===== config.mk =====
export PLATFORM = sky130hd
export DESIGN_NAME = muldiv_unit_flat
export DESIGN_NICKNAME = d
export VERILOG_FILES = /design/src/rtl/muldiv_pkg.sv /design/src/rtl/muldiv_if.sv /design/src/rtl/muldiv_divider.sv /design/src/rtl/muldiv_unit.sv /design/src/flat_wrapper.sv
export SDC_FILE = /design/constraint.sdc
export NUM_CORES = 2
export LEC_CHECK = 0
export ABC_CLOCK_PERIOD_IN_PS = 17750
export BUFFER_PORTS_ARGS = -buffer_cell sky130_fd_sc_hd__clkbuf_2
export CAP_MARGIN = 20
export CORE_MARGIN = 2
export CORE_UTILIZATION = 23
export DETAILED_ROUTE_END_ITERATION = 8
export HOLD_SLACK_MARGIN = 0.06
export PLACE_DENSITY = 0.38
export SLEW_MARGIN = 20
export SYNTH_ARGS = -nofsm -noshare
export SYNTH_HDL_FRONTEND = slang
export SYNTH_SLANG_ARGS = --single-unit

===== constraint.sdc =====
create_clock -name clk_i -period 17.75 [get_ports clk_i]
set_input_delay 3.55 -clock clk_i [delete_from_list [all_inputs] [get_ports clk_i]]
set_output_delay 3.55 -clock clk_i [all_outputs]
set_load 0.02 [all_outputs]

===== src/rtl/muldiv_pkg.sv =====
// muldiv_pkg: shared constants and helpers for the M-extension unit.
// Holds funct3 encodings, divider FSM state codes and the div/mul decode helper.
package muldiv_pkg;

    typedef logic [2:0] funct3_t;

    localparam funct3_t FUNCT3_MUL    = 3'b000;
    localparam funct3_t FUNCT3_MULH   = 3'b001;
    localparam funct3_t FUNCT3_MULHSU = 3'b010;
    localparam funct3_t FUNCT3_MULHU  = 3'b011;
    localparam funct3_t FUNCT3_DIV    = 3'b100;
    localparam funct3_t FUNCT3_DIVU   = 3'b101;
    localparam funct3_t FUNCT3_REM    = 3'b110;
    localparam funct3_t FUNCT3_REMU   = 3'b111;

    typedef logic [1:0] div_state_t;

    localparam div_state_t DIV_IDLE = 2'd0;
    localparam div_state_t DIV_CALC = 2'd1;
    localparam div_state_t DIV_DONE = 2'd2;

    function automatic logic is_div(funct3_t f);
        return f[2];
    endfunction

endpackage


===== src/rtl/muldiv_if.sv =====
// muldiv_if: issue request and writeback bus of the mul/div unit.
// master = issuer/consumer side, slave = muldiv_unit side.
interface muldiv_if
    import muldiv_pkg::*;
#(
    parameter int XLEN      = 32,
    parameter int ROB_IDX_W = 5
);

    logic                 req_valid_i;
    logic                 req_ready_o;
    funct3_t              funct3_i;
    logic [XLEN-1:0]      rs1_value_i;
    logic [XLEN-1:0]      rs2_value_i;
    logic [ROB_IDX_W-1:0] rob_idx_i;
    logic                 writeback_valid_o;
    logic [XLEN-1:0]      writeback_value_o;
    logic [ROB_IDX_W-1:0] rob_idx_o;

    modport master (
        output req_valid_i, funct3_i, rs1_value_i, rs2_value_i, rob_idx_i,
        input  req_ready_o, writeback_valid_o, writeback_value_o, rob_idx_o
    );

    modport slave (
        input  req_valid_i, funct3_i, rs1_value_i, rs2_value_i, rob_idx_i,
        output req_ready_o, writeback_valid_o, writeback_value_o, rob_idx_o
    );

endinterface


===== src/rtl/muldiv_divider.sv =====
// muldiv_divider: iterative radix-2 restoring divider for DIV/DIVU/REM/REMU.
// Ports: clk_i, reset_i, flush_i; start_i + funct3_i/a_i/b_i launch an op;
// busy_o while not idle, done_o for the single result cycle with result_o.
module muldiv_divider
    import muldiv_pkg::*;
#(
    parameter int XLEN = 32
) (
    input  logic            clk_i,
    input  logic            reset_i,
    input  logic            flush_i,
    input  logic            start_i,
    input  funct3_t         funct3_i,
    input  logic [XLEN-1:0] a_i,
    input  logic [XLEN-1:0] b_i,
    output logic            busy_o,
    output logic            done_o,
    output logic [XLEN-1:0] result_o
);

    localparam int CW = $clog2(XLEN + 1);
    localparam logic [XLEN-1:0] MOST_NEG = {1'b1, {(XLEN-1){1'b0}}};

    div_state_t      state_q;
    logic [CW-1:0]   cnt_q;
    logic [XLEN-1:0] quo_q;
    logic [XLEN-1:0] rem_q;
    logic [XLEN-1:0] dvs_q;
    logic            neg_q_q;
    logic            neg_r_q;
    logic            rem_sel_q;

    logic            signed_op;
    logic            rem_sel;
    logic            sa;
    logic            sb;
    logic            div_zero;
    logic            ovf;
    logic [XLEN-1:0] mag_a;
    logic [XLEN-1:0] mag_b;

    always_comb begin
        signed_op = 1'b0;
        rem_sel   = 1'b0;
        unique case (1'b1)
            funct3_i == FUNCT3_DIV:  signed_op = 1'b1;
            funct3_i == FUNCT3_DIVU: ;
            funct3_i == FUNCT3_REM:  begin
                signed_op = 1'b1;
                rem_sel   = 1'b1;
            end
            funct3_i == FUNCT3_REMU: rem_sel = 1'b1;
            default: ;
        endcase
    end

    assign sa       = signed_op & a_i[XLEN-1];
    assign sb       = signed_op & b_i[XLEN-1];
    assign mag_a    = sa ? -a_i : a_i;
    assign mag_b    = sb ? -b_i : b_i;
    assign div_zero = (b_i == '0);
    assign ovf      = signed_op && (a_i == MOST_NEG) && (b_i == '1);

    // One restoring step: shift the next dividend bit into the partial
    // remainder and subtract the divisor when it fits. The compare uses
    // XLEN+1 bits; a fitting difference is always below the divisor.
    logic [XLEN:0]   shifted;
    logic            fits;
    logic [XLEN-1:0] diff;

    assign shifted = {rem_q, quo_q[XLEN-1]};
    assign fits    = shifted >= {1'b0, dvs_q};
    assign diff    = shifted[XLEN-1:0] - dvs_q;

    always_ff @(posedge clk_i) begin
        if (reset_i || flush_i) begin
            state_q   <= DIV_IDLE;
            cnt_q     <= '0;
            quo_q     <= '0;
            rem_q     <= '0;
            dvs_q     <= '0;
            neg_q_q   <= 1'b0;
            neg_r_q   <= 1'b0;
            rem_sel_q <= 1'b0;
        end else begin
            unique case (state_q)
                DIV_IDLE: begin
                    if (start_i) begin
                        rem_sel_q <= rem_sel;
                        // Special cases skip the iterations; their results
                        // are already final so sign fixup is disabled.
                        if (div_zero) begin
                            quo_q   <= '1;
                            rem_q   <= a_i;
                            neg_q_q <= 1'b0;
                            neg_r_q <= 1'b0;
                            state_q <= DIV_DONE;
                        end else if (ovf) begin
                            quo_q   <= MOST_NEG;
                            rem_q   <= '0;
                            neg_q_q <= 1'b0;
                            neg_r_q <= 1'b0;
                            state_q <= DIV_DONE;
                        end else begin
                            quo_q   <= mag_a;
                            rem_q   <= '0;
                            dvs_q   <= mag_b;
                            neg_q_q <= sa ^ sb;
                            neg_r_q <= sa;
                            cnt_q   <= CW'(XLEN);
                            state_q <= DIV_CALC;
                        end
                    end
                end
                DIV_CALC: begin
                    quo_q <= {quo_q[XLEN-2:0], fits};
                    rem_q <= fits ? diff : shifted[XLEN-1:0];
                    cnt_q <= cnt_q - CW'(1);
                    if (cnt_q == CW'(1)) begin
                        state_q <= DIV_DONE;
                    end
                end
                DIV_DONE: state_q <= DIV_IDLE;
                default:  state_q <= DIV_IDLE;
            endcase
        end
    end

    logic [XLEN-1:0] q_fix;
    logic [XLEN-1:0] r_fix;

    assign q_fix    = neg_q_q ? -quo_q : quo_q;
    assign r_fix    = neg_r_q ? -rem_q : rem_q;
    assign result_o = rem_sel_q ? r_fix : q_fix;
    assign busy_o   = (state_q != DIV_IDLE);
    assign done_o   = (state_q == DIV_DONE);

endmodule


===== src/rtl/muldiv_unit.sv =====
// muldiv_unit: RV32M/RV64M execution unit (pipelined multiplier + divider).
// Ports: clk_i, reset_i, flush_i; bus (muldiv_if.slave) carries the issue
// handshake (req_*, funct3, operands, rob tag) and the writeback pulse.
module muldiv_unit
    import muldiv_pkg::*;
#(
    parameter int XLEN       = 32,
    parameter int ROB_IDX_W  = 5,
    parameter int MUL_STAGES = 2
) (
    input  logic     clk_i,
    input  logic     reset_i,
    input  logic     flush_i,
    muldiv_if.slave  bus
);

    typedef struct packed {
        logic                 valid;
        logic                 hi;
        logic [ROB_IDX_W-1:0] tag;
        logic [2*XLEN-1:0]    prod;
    } mul_stage_t;

    logic            op_div;
    logic            accept;
    logic            mul_acc;
    logic            div_acc;
    logic            mul_busy;
    logic            div_busy;
    logic            div_done;
    logic [XLEN-1:0] div_result;

    assign op_div  = is_div(bus.funct3_i);
    assign accept  = bus.req_valid_i & bus.req_ready_o;
    assign mul_acc = accept & ~op_div;
    assign div_acc = accept & op_div;

    // A div waits for the mul pipe to drain so the two paths never
    // complete in the same cycle.
    assign bus.req_ready_o = ~flush_i & ~div_busy & ~(op_div & mul_busy);

    logic a_sx;
    logic b_sx;
    logic hi_sel;

    always_comb begin
        a_sx   = 1'b0;
        b_sx   = 1'b0;
        hi_sel = 1'b0;
        unique case (1'b1)
            bus.funct3_i == FUNCT3_MUL:    ;
            bus.funct3_i == FUNCT3_MULH:   begin
                a_sx   = 1'b1;
                b_sx   = 1'b1;
                hi_sel = 1'b1;
            end
            bus.funct3_i == FUNCT3_MULHSU: begin
                a_sx   = 1'b1;
                hi_sel = 1'b1;
            end
            bus.funct3_i == FUNCT3_MULHU:  hi_sel = 1'b1;
            default: ;
        endcase
    end

    // Extending straight to 2*XLEN gives the same low 2*XLEN product bits
    // as an (XLEN+1)-bit signed multiply.
    logic [2*XLEN-1:0] ext_a;
    logic [2*XLEN-1:0] ext_b;
    mul_stage_t        mul_in;
    mul_stage_t        mul_out;

    assign ext_a = {{XLEN{a_sx & bus.rs1_value_i[XLEN-1]}}, bus.rs1_value_i};
    assign ext_b = {{XLEN{b_sx & bus.rs2_value_i[XLEN-1]}}, bus.rs2_value_i};

    always_comb begin
        mul_in.valid = mul_acc;
        mul_in.hi    = hi_sel;
        mul_in.tag   = bus.rob_idx_i;
        mul_in.prod  = ext_a * ext_b;
    end

    // The writeback register is the final multiplier stage, so only
    // MUL_STAGES-1 internal stages exist.
    if (MUL_STAGES == 1) begin : g_mul_comb
        assign mul_out  = mul_in;
        assign mul_busy = 1'b0;
    end else begin : g_mul_pipe
        mul_stage_t pipe_q [MUL_STAGES-1];

        always_ff @(posedge clk_i) begin
            if (reset_i || flush_i) begin
                for (int i = 0; i < MUL_STAGES - 1; i++) begin
                    pipe_q[i] <= '0;
                end
            end else begin
                pipe_q[0] <= mul_in;
                for (int i = 1; i < MUL_STAGES - 1; i++) begin
                    pipe_q[i] <= pipe_q[i-1];
                end
            end
        end

        always_comb begin
            mul_busy = 1'b0;
            for (int i = 0; i < MUL_STAGES - 1; i++) begin
                mul_busy = mul_busy | pipe_q[i].valid;
            end
        end

        assign mul_out = pipe_q[MUL_STAGES-2];
    end

    logic [ROB_IDX_W-1:0] div_tag_q;

    always_ff @(posedge clk_i) begin
        if (reset_i) begin
            div_tag_q <= '0;
        end else if (div_acc) begin
            div_tag_q <= bus.rob_idx_i;
        end
    end

    muldiv_divider #(
        .XLEN (XLEN)
    ) u_div (
        .clk_i    (clk_i),
        .reset_i  (reset_i),
        .flush_i  (flush_i),
        .start_i  (div_acc),
        .funct3_i (bus.funct3_i),
        .a_i      (bus.rs1_value_i),
        .b_i      (bus.rs2_value_i),
        .busy_o   (div_busy),
        .done_o   (div_done),
        .result_o (div_result)
    );

    logic                 wb_valid_q;
    logic [XLEN-1:0]      wb_value_q;
    logic [ROB_IDX_W-1:0] wb_tag_q;

    always_ff @(posedge clk_i) begin
        if (reset_i) begin
            wb_valid_q <= 1'b0;
            wb_value_q <= '0;
            wb_tag_q   <= '0;
        end else begin
            wb_valid_q <= 1'b0;
            if (!flush_i) begin
                if (mul_out.valid) begin
                    wb_valid_q <= 1'b1;
                    wb_value_q <= mul_out.hi ? mul_out.prod[2*XLEN-1:XLEN]
                                             : mul_out.prod[XLEN-1:0];
                    wb_tag_q   <= mul_out.tag;
                end else if (div_done) begin
                    wb_valid_q <= 1'b1;
                    wb_value_q <= div_result;
                    wb_tag_q   <= div_tag_q;
                end
            end
        end
    end

    assign bus.writeback_valid_o = wb_valid_q;
    assign bus.writeback_value_o = wb_value_q;
    assign bus.rob_idx_o         = wb_tag_q;

endmodule

===== src/flat_wrapper.sv =====
// flat-port wrapper written by rule: the top's interface ports become plain ports
module muldiv_unit_flat import muldiv_pkg::*;
#(
    parameter int XLEN       = 32,
    parameter int ROB_IDX_W  = 5,
    parameter int MUL_STAGES = 2
)
  (clk_i, reset_i, flush_i, bus_req_valid_i, bus_funct3_i, bus_rs1_value_i, bus_rs2_value_i, bus_rob_idx_i, bus_req_ready_o, bus_writeback_valid_o, bus_writeback_value_o, bus_rob_idx_o);
  muldiv_if #(.XLEN(XLEN), .ROB_IDX_W(ROB_IDX_W)) bus_i ();
  input  logic clk_i;
  input  logic reset_i;
  input  logic flush_i;
  input wire logic [$bits(bus_i.req_valid_i)-1:0] bus_req_valid_i;
  input wire logic [$bits(bus_i.funct3_i)-1:0] bus_funct3_i;
  input wire logic [$bits(bus_i.rs1_value_i)-1:0] bus_rs1_value_i;
  input wire logic [$bits(bus_i.rs2_value_i)-1:0] bus_rs2_value_i;
  input wire logic [$bits(bus_i.rob_idx_i)-1:0] bus_rob_idx_i;
  output wire logic [$bits(bus_i.req_ready_o)-1:0] bus_req_ready_o;
  output wire logic [$bits(bus_i.writeback_valid_o)-1:0] bus_writeback_valid_o;
  output wire logic [$bits(bus_i.writeback_value_o)-1:0] bus_writeback_value_o;
  output wire logic [$bits(bus_i.rob_idx_o)-1:0] bus_rob_idx_o;
  assign bus_i.req_valid_i = bus_req_valid_i;
  assign bus_i.funct3_i = bus_funct3_i;
  assign bus_i.rs1_value_i = bus_rs1_value_i;
  assign bus_i.rs2_value_i = bus_rs2_value_i;
  assign bus_i.rob_idx_i = bus_rob_idx_i;
  assign bus_req_ready_o = bus_i.req_ready_o;
  assign bus_writeback_valid_o = bus_i.writeback_valid_o;
  assign bus_writeback_value_o = bus_i.writeback_value_o;
  assign bus_rob_idx_o = bus_i.rob_idx_o;
  muldiv_unit #(.XLEN(XLEN), .ROB_IDX_W(ROB_IDX_W), .MUL_STAGES(MUL_STAGES)) u_core (.clk_i(clk_i), .reset_i(reset_i), .flush_i(flush_i), .bus(bus_i));
endmodule

==> impl_metrics.tcl <==
set metrics [dict create \
    dp_slack_ns 4.73 \
    ctsResizeCount 0 \
    status "complete, no violations" \
    cts_max_level 1 \
    synth-seq-cells 221 \
    hold_viol_final 0 \
    synth_nets 7398 \
    crit_cells 28 \
    syn_area_um2 51300 \
    cts_tree "built" \
    nNetsFinal 7270 \
    crit_type "in -> reg" \
    grt_first_pass_wirelength_mm 289 \
    holdWs_ns 0.452 \
    grt_pass1_vias 42800 \
    dieArea_um2 227000 \
    track_usage_pct 16.9 \
    start_util_pct 23.1 \
    period_share_pct 70.1 \
    hold_buffers 0 \
    avgSynthCellArea_um2 8.62 \
    regToRegStartpoint "u_core.u_div.dvs_q[1]" \
    crit_path_start_kind "input pin" \
    setup_viol 0 \
    skew_ns 0.0225 \
    ys_top_cells_by_area "fa_1 (44%), inv_1 (8.9%), dfxtp_1 (8.6%), nand2_1 (7.0%), ha_1 (6.1%)" \
    drcViolationCount 0 \
    place_hpwl_mm 148 \
    async_reset_ff_share_pct 0 \
    ys_seq_area_share_pct 8.63 \
    ys_warn_count 0 \
    grt.overflow.total 0 \
    rows 173 \
    maxSlewHeadroom_pct 22.0 \
    r2r.worst_path.cells 12 \
    yosysUniqueCellTypes 79 \
    synth_common_cells "inv_1 (1219), fa_1 (1126), nand2_1 (952)" \
    place_congestion 0.853 \
    numCtsBuffers 28 \
    grt_max_degree 72 \
    portBuffers 114 \
    postSynthCellCount 5945 \
    ff2ff_setup_slack_ns 13.49 \
    final_layout_size_suffix_gt1_share_pct 5.84 \
    endpoint "u_core.g_mul_pipe.pipe_q[0][59]" \
    synth_edf_count 0 \
    tns_ns 0 \
    ios 115 \
    fin_crit_ns 12.45 \
    area_growth_pct 9.06 \
    fp.coreArea_um2 222000 \
    synth_top_cell_by_area "fa_1" \
    ant_nets 0 \
    synth_top_area_share_pct 44.0 \
    finalMaxSlewViolations 0 \
    postCtsSetupBuffers 0 \
    setup_ws_ns 5.30 \
    detail_route.vias_per_cell 4.51 \
    crit_top_cell "fa_1" \
    synth_most_common_cell "inv_1" \
    drtIter0Drc 2430 \
    die_y_um 476 \
    cts_buffer_depth 3 \
    max-cap-violations 0 \
    n_fill_cell 24200 \
    grt_antenna_before_repair 15 \
    crit_fanout 28 \
    hold_class "reg -> reg" \
    worstMarginPinSlew_ns 1.15 \
    cts_sinks 221 \
    crit_path_end_kind "register" \
    dr.pass1.iters 8 \
    wl_per_cell_um 21.7 \
    die_width_um 476 \
    vias 39700 \
    crit_start "bus_rs1_value_i[31]" \
    slowest_delay_ns 0.87 \
    rsz0062_at_grt "no" \
    crit_family "adder cells" \
    cts_root_buf "clkbuf_16" \
    clkLatencyLatePin_ns 0.59 \
    cp_num_buf_inv 8 \
    timing.rr.end "u_core.u_div.rem_q[18]" \
    clock.fmax_ghz 0.0804 \
    clkTransAtPathRegs_ns 0.05 \
    synthFlopType "dfxtp_1" \
    cp_data_required_time_ns 18.18 \
    wl_mm 192 \
    slowest_stage "fa_1" \
    cp_data_arrival_time_ns 12.88 \
]
[cell families after synthesis]
family	synth area share (%)
compound gates	9.17
xor+xnor	3.60
fa+ha+maj	50.1
buf+inv	11.8
flops	8.63
mux	0.901
simple gates	15.8
[state kept, by name (all words and copies together) (netlist names)]
name,cells
u_core.u_div.rem_q,32
u_core.g_mul_pipe.pipe_q,71
u_core.bus.writeback_valid_o,1
u_core.u_div.neg_r_q,1
u_core.u_div.neg_q_q,1
u_core.div_tag_q,5
u_core.u_div.quo_q,32
u_core.u_div.dvs_q,32
u_core.bus.writeback_value_o,32
u_core.u_div.rem_sel_q,1
u_core.u_div.cnt_q,6
u_core.bus.rob_idx_o,5
u_core.u_div.state_q,2
[per-stage QoR]
stage / util (%) / instances / cell area (µm²)
global route: 25.2 / 8812 / 55900
detailed placement: 24.8 / 8762 / 54900
finish: 25.2 / 8814 / 55900
global placement: 24.8 / 8762 / 54900
floorplan: - / 5945 / 51300
CTS: 25.2 / 8812 / 55900
[worst min-delay path, cell delays in order, from the launching register on]
cell,delay [ns]
dfxtp_1,0.30
nand2_1,0.05
a21oi_1,0.05
[final cells by class]
cell class | instances | area, µm² | area share, %
multi-input combinational | 4128 | 40800 | 73.1
inverter | 1219 | 4580 | 8.18
sequential | 221 | 4430 | 7.92
tap | 2975 | 3720 | 6.66
timing repair buffer | 219 | 1360 | 2.43
clock buffer | 35 | 747 | 1.34
clock inverter | 15 | 228 | 0.407
antenna | 2 | 5.00 | 0.00895
[worst min path at each step]
stage,from,endpoint,depth (start not counted)
after floorplan,u_core.u_div.dvs_q[21],u_core.u_div.dvs_q[21],2
after global placement,u_core.div_tag_q[1],u_core.div_tag_q[1],2
after detailed placement,u_core.bus.writeback_value_o[8],u_core.bus.writeback_value_o[8],2
after CTS,u_core.u_div.dvs_q[30],u_core.u_div.dvs_q[30],2
after global routing,u_core.u_div.dvs_q[21],u_core.u_div.dvs_q[21],2
final,u_core.u_div.dvs_q[30],u_core.u_div.dvs_q[30],2
[layer usage]
metal | vias up | GRT usage (%) | routed length (µm)
li1 | 17700 | - | -
met1 | 20900 | 23.1 | 86500
met2 | 913 | 29.2 | 93400
met3 | 168 | 1.13 | 7580
met4 | 0 | 3.16 | 4220
met5 | - | 0 | 0
[cells in the final DEF, fill, tap and decap left out, types with 22 or more instances in the layout]
master / synthesis / final
a21o_1: 56 / 56
a211oi_2: 23 / 23
a221oi_1: 25 / 25
nand2_1: 952 / 951
o31ai_1: 29 / 29
a21oi_1: 217 / 216
o21ai_0: 128 / 128
nor4_1: 23 / 23
a211oi_1: 61 / 61
or3_1: 23 / 22
nor2_1: 289 / 286
and2_1: 301 / 301
o21bai_1: 23 / 22
nand3_1: 40 / 40
inv_1: 1219 / 1219
fa_1: 1126 / 1126
ha_1: 251 / 251
nor3_1: 40 / 39
xor2_1: 89 / 89
clkbuf_2: 0 / 111
mux2i_1: 36 / 36
xnor2_1: 122 / 122
buf_4: 1 / 105
dfxtp_1: 221 / 218
clkbuf_16: 0 / 28
Power is left out: the tool's default activity adds up to more than one toggle a clock period on the data nets, which glitch-free logic cannot reach.
